**config.mk**
```make
export PLATFORM = sky130hd
export DESIGN_NAME = majority_vote_seq_flat
export DESIGN_NICKNAME = d
export VERILOG_FILES = /design/src/rtl/majority_vote_pkg.sv /design/src/rtl/majority_vote_seq_if.sv /design/src/rtl/majority_voter.sv /design/src/rtl/majority_vote_seq.sv /design/src/flat_wrapper.sv
export SDC_FILE = /design/constraint.sdc
export NUM_CORES = 1
export LEC_CHECK = 0
export BUFFER_PORTS_ARGS = -buffer_cell sky130_fd_sc_hd__buf_2
export CAP_MARGIN = 25
export CORE_MARGIN = 4
export CORE_UTILIZATION = 60
export CTS_CLUSTER_SIZE = 25
export DETAILED_ROUTE_END_ITERATION = 8
export HOLD_SLACK_MARGIN = 0.05
export PLACE_DENSITY = 0.85
export SYNTH_ARGS = -nofsm -noshare
export SYNTH_HDL_FRONTEND = slang
export SYNTH_SLANG_ARGS = --single-unit
```
**constraint.sdc**
```tcl
create_clock -name clk -period 2.4 [get_ports clk]
set_clock_uncertainty 0.2 [all_clocks]
set_input_delay 0.12 -clock clk [delete_from_list [all_inputs] [get_ports clk]]
set_output_delay 0.12 -clock clk [all_outputs]
set_load 0.01 [all_outputs]
```
**src/rtl/majority_vote_pkg.sv**
```systemverilog
// Shared definitions for the triple-redundant majority voter.
//   state_t        : voter FSM states (IDLE -> VOTE -> HOLD)
//   CNT_W          : width of the per-channel consecutive-mismatch counters
//   THRESH_DEFAULT : default mismatch run length that marks a channel faulty
package majority_vote_pkg;

  typedef enum logic [1:0] {
    IDLE,
    VOTE,
    HOLD
  } state_t;

  localparam int unsigned CNT_W          = 4;
  localparam int unsigned THRESH_DEFAULT = 3;

endpackage

```
**src/rtl/majority_vote_seq_if.sv**
```systemverilog
// Request/response bundle of the majority voter.
//   in_valid/in_ready : request handshake carrying channel words y1/y2/y3
//   y/out_valid/out_ready : response handshake carrying the voted word
// master = requester/consumer side, slave = voter side.
interface majority_vote_seq_if #(
  parameter int unsigned W = 8
);

  logic         in_valid;
  logic         in_ready;
  logic [W-1:0] y1;
  logic [W-1:0] y2;
  logic [W-1:0] y3;
  logic [W-1:0] y;
  logic         out_valid;
  logic         out_ready;

  modport master (
    output in_valid, y1, y2, y3, out_ready,
    input  in_ready, y, out_valid
  );

  modport slave (
    input  in_valid, y1, y2, y3, out_ready,
    output in_ready, y, out_valid
  );

endinterface

```
**src/rtl/majority_voter.sv**
```systemverilog
// Combinational W-bit bitwise 2-of-3 majority.
//   a, b, c : channel words
//   y       : per-bit majority of a, b, c
module majority_voter #(
  parameter int unsigned W = 8
) (
  input  logic [W-1:0] a,
  input  logic [W-1:0] b,
  input  logic [W-1:0] c,
  output logic [W-1:0] y
);

  assign y = (a & b) | (a & c) | (b & c);

endmodule

```
**src/rtl/majority_vote_seq.sv**
```systemverilog
// Sequential triple-redundant voter with per-channel fault tracking.
//   clk, rst_n : clock, asynchronous active-low reset
//   bus        : slave side of majority_vote_seq_if (request in, voted word out)
//   clr_fault  : synchronous pulse clearing fault flags and mismatch counters
//   mismatch   : bit i set when channel i+1 disagreed with the latest vote
//   fault      : sticky per-channel fault flags
//   err        : two or more channels faulty
// A request is captured in IDLE, voted in VOTE and presented in HOLD until
// the consumer accepts it; requests arriving outside IDLE are dropped.
module majority_vote_seq
  import majority_vote_pkg::*;
#(
  parameter int unsigned W      = 8,
  parameter int unsigned THRESH = THRESH_DEFAULT
) (
  input  logic                clk,
  input  logic                rst_n,
  majority_vote_seq_if.slave  bus,
  input  logic                clr_fault,
  output logic [2:0]          mismatch,
  output logic [2:0]          fault,
  output logic                err
);

  localparam logic [CNT_W-1:0] THRESH_C = CNT_W'(THRESH);

  state_t           state;
  state_t           state_nxt;
  logic             capture;
  logic             vote_en;
  logic [W-1:0]     c1;
  logic [W-1:0]     c2;
  logic [W-1:0]     c3;
  logic [W-1:0]     vote;
  logic [W-1:0]     y_q;
  logic [2:0]       diff;
  logic [CNT_W-1:0] cnt     [3];
  logic [CNT_W-1:0] cnt_nxt [3];
  logic [2:0]       fault_nxt;

  majority_voter #(.W(W)) u_voter (
    .a (c1),
    .b (c2),
    .c (c3),
    .y (vote)
  );

  assign diff = {c3 != vote, c2 != vote, c1 != vote};

  always_ff @(posedge clk or negedge rst_n) begin
    if (!rst_n) state <= IDLE;
    else        state <= state_nxt;
  end

  always_comb begin
    state_nxt     = state;
    capture       = 1'b0;
    vote_en       = 1'b0;
    bus.in_ready  = 1'b0;
    bus.out_valid = 1'b0;
    unique case (state)
      IDLE: begin
        bus.in_ready = 1'b1;
        if (bus.in_valid) begin
          capture   = 1'b1;
          state_nxt = VOTE;
        end
      end
      VOTE: begin
        vote_en   = 1'b1;
        state_nxt = HOLD;
      end
      HOLD: begin
        bus.out_valid = 1'b1;
        if (bus.out_ready) state_nxt = IDLE;
      end
      default: state_nxt = IDLE;
    endcase
  end

  // Clear takes priority over a coincident vote; mismatch is still updated
  // by the vote because it lives in the datapath register below.
  always_comb begin
    fault_nxt = fault;
    for (int unsigned i = 0; i < 3; i++) begin
      cnt_nxt[i] = cnt[i];
      if (clr_fault) begin
        cnt_nxt[i]   = '0;
        fault_nxt[i] = 1'b0;
      end else if (vote_en) begin
        if (!diff[i])                cnt_nxt[i] = '0;
        else if (cnt[i] < THRESH_C)  cnt_nxt[i] = cnt[i] + CNT_W'(1);
        if (cnt_nxt[i] == THRESH_C)  fault_nxt[i] = 1'b1;
      end
    end
  end

  always_ff @(posedge clk or negedge rst_n) begin
    if (!rst_n) begin
      c1       <= '0;
      c2       <= '0;
      c3       <= '0;
      y_q      <= '0;
      mismatch <= '0;
      fault    <= '0;
      for (int unsigned i = 0; i < 3; i++) cnt[i] <= '0;
    end else begin
      if (capture) begin
        c1 <= bus.y1;
        c2 <= bus.y2;
        c3 <= bus.y3;
      end
      if (vote_en) begin
        y_q      <= vote;
        mismatch <= diff;
      end
      fault <= fault_nxt;
      for (int unsigned i = 0; i < 3; i++) cnt[i] <= cnt_nxt[i];
    end
  end

  assign bus.y = y_q;
  assign err   = (fault[0] & fault[1]) | (fault[0] & fault[2]) | (fault[1] & fault[2]);

endmodule

```
**src/flat_wrapper.sv**
```systemverilog
// flat-port wrapper written by rule: the top's interface ports become plain ports
module majority_vote_seq_flat import majority_vote_pkg::*;
#(
  parameter int unsigned W      = 8,
  parameter int unsigned THRESH = THRESH_DEFAULT
)
  (clk, rst_n, clr_fault, mismatch, fault, err, bus_in_valid, bus_y1, bus_y2, bus_y3, bus_out_ready, bus_in_ready, bus_y, bus_out_valid);
  majority_vote_seq_if #(.W(W)) bus_i ();
  input  logic clk;
  input  logic rst_n;
  input  logic clr_fault;
  output logic [2:0] mismatch;
  output logic [2:0] fault;
  output logic err;
  input wire logic [$bits(bus_i.in_valid)-1:0] bus_in_valid;
  input wire logic [$bits(bus_i.y1)-1:0] bus_y1;
  input wire logic [$bits(bus_i.y2)-1:0] bus_y2;
  input wire logic [$bits(bus_i.y3)-1:0] bus_y3;
  input wire logic [$bits(bus_i.out_ready)-1:0] bus_out_ready;
  output wire logic [$bits(bus_i.in_ready)-1:0] bus_in_ready;
  output wire logic [$bits(bus_i.y)-1:0] bus_y;
  output wire logic [$bits(bus_i.out_valid)-1:0] bus_out_valid;
  assign bus_i.in_valid = bus_in_valid;
  assign bus_i.y1 = bus_y1;
  assign bus_i.y2 = bus_y2;
  assign bus_i.y3 = bus_y3;
  assign bus_i.out_ready = bus_out_ready;
  assign bus_in_ready = bus_i.in_ready;
  assign bus_y = bus_i.y;
  assign bus_out_valid = bus_i.out_valid;
  majority_vote_seq #(.W(W), .THRESH(THRESH)) u_core (.clk(clk), .rst_n(rst_n), .bus(bus_i), .clr_fault(clr_fault), .mismatch(mismatch), .fault(fault), .err(err));
endmodule
```
==> impl_summary.txt <==
----------------------------------------------------
[Run status]
  Result of the run ... completed

[Floorplanning]
  Overall die area ... 5530 um2
  Die height ... 74.4 um
  Area of the core ... 4120 um2
  X dimension of the die ... around 74 um
  Count of standard-cell rows ... 23
  IO Count ... between 40 and 50
  Initial cell density of the core ... 64.2%

[Timing]
  Post-layout minimum cycle time ... 1990 ps
  Actual slew at the worst max-slew pin ... 768 ps
  Endpoints failing setup ... 0
  Setup TNS after final layout ... 0 ps
  Max-slew violation count ... 0
  Relative max-transition margin ... 48.8%
  Final hold violation count ... 0
  Highest clock frequency the design can meet ... roughly 0.50 GHz
  RSZ-0062 raised after global routing ... no
  Period Utilization, post-route ... ~83%

[Placement]
  Final estimated routing congestion in global placement ... 0.755
  Half-perimeter wire length after placement ... 3940 um
  I/O Buffers ... 45

[Clock network]
  Maximum clock path buffer count ... 2
  Number of instances resized during post-cts repair ... 0
  CTS root buffer ... sky130_fd_sc_hd__clkbuf_8
  Post-CTS setup buffer count ... 0
  Hold Buf Count CTS ... 27
  Clock insertion delay at the later pin of the skew report ... 310 ps
  Total clock buffers created by CTS ... 5
  H-tree levels ... 2
  Clk sinks ... 52
  Clock transition at path regs ... roughly 90 ps
  Clock tree from TritonCTS ... yes

[Logic synthesis]
  Number of standard cells after synthesis ... approximately 240
  Synth Area per Inst ... 10.9 um2
  Fraction of synthesis flops using an asynchronous set or reset pin ... 100%
  Post-Syn Nets ... around 280
  Number of different library cells in the post-synthesis netlist ... 35
  Syn Std Cell Area ... 2640 um2
  Sequential-to-total area share from yosys stat ... 49.2%
  Number of flops mapped to enable cells by yosys ... 0
  Synthesis-stage register bit count ... 52
  Ys Warns ... 0
  Most used flip-flop cell after synthesis ... sky130_fd_sc_hd__dfrtp_1

[Setup path]
  Crit. path cell count ... 5
  Worst Setup End Kind ... register
  Ordered cell list for the critical path ... a21o_1, a221oi_1, nand4_1, nor2_1, nor3b_1
  Setup Crit Path Kind ... register to register
  Count of buffering cells on the critical path with inverters included ... 0
  Worst reg2reg setup slack ... just over 400 ps
  Data arrival time of the critical path ... 1980 ps
  Worst setup path start ... u_core.c3[7]$_DFFE_PN0P_
  Length in cells of the worst reg-to-reg path ... 5
  Worst setup path end ... u_core.cnt[11]$_DFFE_PN0P_
  Nature of the critical path startpoint ... register
  Worst-path maximum fanout ... 8
  Standard cell with the maximum stage delay on the critical path ... sky130_fd_sc_hd__dfrtp_1
  Reg2reg start ... u_core.c3[7]$_DFFE_PN0P_
  Critical R2R Capture ... u_core.cnt[11]$_DFFE_PN0P_
  CP peak stage delay ... 460 ps
  Critical path data required time ... approximately 2400 ps
  Top cell family by delay on the critical path ... simple AND/OR/NAND/NOR gates

[Final layout]
  Core occupancy in the finished layout ... between 80% and 90%
  Leading cell types in the layout, fill and taps excluded ... 52 x sky130_fd_sc_hd__dfrtp_1, 45 x sky130_fd_sc_hd__buf_2, 27 x sky130_fd_sc_hd__o21ai_0, 27 x sky130_fd_sc_hd__dlygate4sd3_1, 24 x sky130_fd_sc_hd__nor3b_1
  Number of nets in the finished design ... around 350
  Relative area change from synthesis to final layout ... 24.8%
  Most frequent standard cell in the layout excluding fill and tap cells ... sky130_fd_sc_hd__dfrtp_1
  Antenna diode instance count ... 0
  Share of layout cells above drive strength 1 ... between 20% and 30%

[Power and ir drop]
  VDD IR-drop max ... about 0.85 mV
  Power density normalized to cell area ... 1160 nW/um2
  Pwr Total ... approximately 3.8 mW
  Leakage dissipation ... 1.49 nW

[Routing]
  Avg WL per Cell ... 16.1 um
  Number of nets with antenna violations after detailed routing ... 0
  Final Routed Wirelength ... just under 6000 um
  Total via count after detailed routing ... ~2,200
  Number of search-and-repair iterations in the first detailed-routing pass ... 4
  Via density per instance ... 5.82
  DR iter-0 viols ... 200
  Total DRC errors in the routed layout ... 0

[Min path]
  Min-Delay Path Class ... input pin to asynchronous set/reset pin

[GRT]
  Vias in the first global route ... 2,197
  Total congestion overflow ... 0
  Overall fraction of global-route tracks in use ... between 20% and 30%
  Antenna violations before repair ... 0
  Largest net degree at the start of global routing ... 35
  Wire length of the first global-routing pass ... between 10,000 and 15,000 um

[Run]
  Max-cap violation count ... 0

----------------------------------------------------
-- worst min-delay path by stage --
stage	start	to	slack [ps]	depth (start not counted)
final	rst_n	u_core.bus.y[7]$_DFFE_PN0P_	70	2
after global routing	bus_in_valid	u_core.state[0]$_DFFE_PN0P_	90	3
after CTS	bus_in_valid	u_core.state[0]$_DFFE_PN0P_	70	3
after detailed placement	rst_n	u_core.bus.y[7]$_DFFE_PN0P_	-120	1
after floorplan	rst_n	u_core.bus.y[0]$_DFFE_PN0P_	-380	0
after global placement	rst_n	u_core.bus.y[7]$_DFFE_PN0P_	-120	1
-- flip-flops by register name (all words and copies together) (netlist names) --
name / count
u_core.c3: 8
u_core.cnt: 12
u_core.fault: 3
u_core.mismatch: 3
u_core.c2: 8
u_core.state: 2
u_core.c1: 8
u_core.bus.y: 8
-- logic make-up after synthesis --
logic type / count (synthesis) / synth area share (%)
AOI/OAI and AO/OA: 58 / 14.8
and+or+nand+nor: 94 / 22.4
adders and majority gates: 4 / 1.80
muxes: 23 / 9.75
DFF: 52 / 49.2
buffers and inverters: 12 / 1.99
-- through the flow --
step | hold WS (ps) | instance area (um2) | setup slack, ps | std cells
floorplan | -376 | 2640 | 627 | 243
global placement | -124 | 2930 | 478 | 336
detailed placement | -121 | 2930 | 446 | 336
CTS | 65.3 | 3300 | 440 | 371
global route | 94.4 | 3300 | 264 | 371
finish | 70.5 | 3300 | 412 | 371
-- cells in the mapped netlist (3+ instances only) --
cell,count,share of area [%]
sky130_fd_sc_hd__nor2b_1,6,1.4
sky130_fd_sc_hd__nor3b_1,24,6.8
sky130_fd_sc_hd__nor2_1,13,1.8
sky130_fd_sc_hd__nand2_1,15,2.1
sky130_fd_sc_hd__and3b_1,12,4.0
sky130_fd_sc_hd__a21o_1,7,2.0
sky130_fd_sc_hd__a22oi_1,4,1.1
sky130_fd_sc_hd__ha_1,3,1.4
sky130_fd_sc_hd__nor3_1,3,0.57
sky130_fd_sc_hd__buf_2,3,0.57
sky130_fd_sc_hd__a221oi_1,4,1.3
sky130_fd_sc_hd__a21oi_1,5,0.95
sky130_fd_sc_hd__dfrtp_1,52,49
sky130_fd_sc_hd__inv_1,5,0.71
sky130_fd_sc_hd__o21ai_0,27,5.1
sky130_fd_sc_hd__nand4_1,3,0.71
sky130_fd_sc_hd__mux2_2,22,9.4
sky130_fd_sc_hd__nor4_1,7,1.7
sky130_fd_sc_hd__a31oi_1,4,0.95
sky130_fd_sc_hd__clkbuf_1,3,0.43
-- worst register-to-register path, delay by kind of cell, from the launching register on --
family	cells	cell delay [ps]
and+or+nand+nor	3	620
AOI/OAI and AO/OA	2	600
DFF	1	460
-- routing by layer --
layer  GRT usage, %  wire (um)  vias up  share of wire (%)
met3           4.59        291        9                4.9
met1           29.1       2550     1036                 43
met4           9.09         91        0                1.5
li1               -          -     1060                  -
met2           41.3       3020       55                 51
met5              0          0        -                  0
-- final cells by class --
class | count | area (um2)
Timing Repair Buffer | 77 | 533
Inverter | 5 | 18.8
Tap cell | 50 | 62.6
Multi-Input combinational cell | 179 | 1290
Clock inverter | 2 | 10.0
Fill cell | 261 | 818
Clock buffer | 6 | 82.6
Sequential cell | 52 | 1300
-- power breakdown --
group | switching (mW) | total, mW | internal [mW]
Clock | 0.281 | 0.512 | 0.231
Combinational | 0.786 | 1.65 | 0.859
Sequential | 0.447 | 1.65 | 1.20
(Power assumes the default switching activity.)
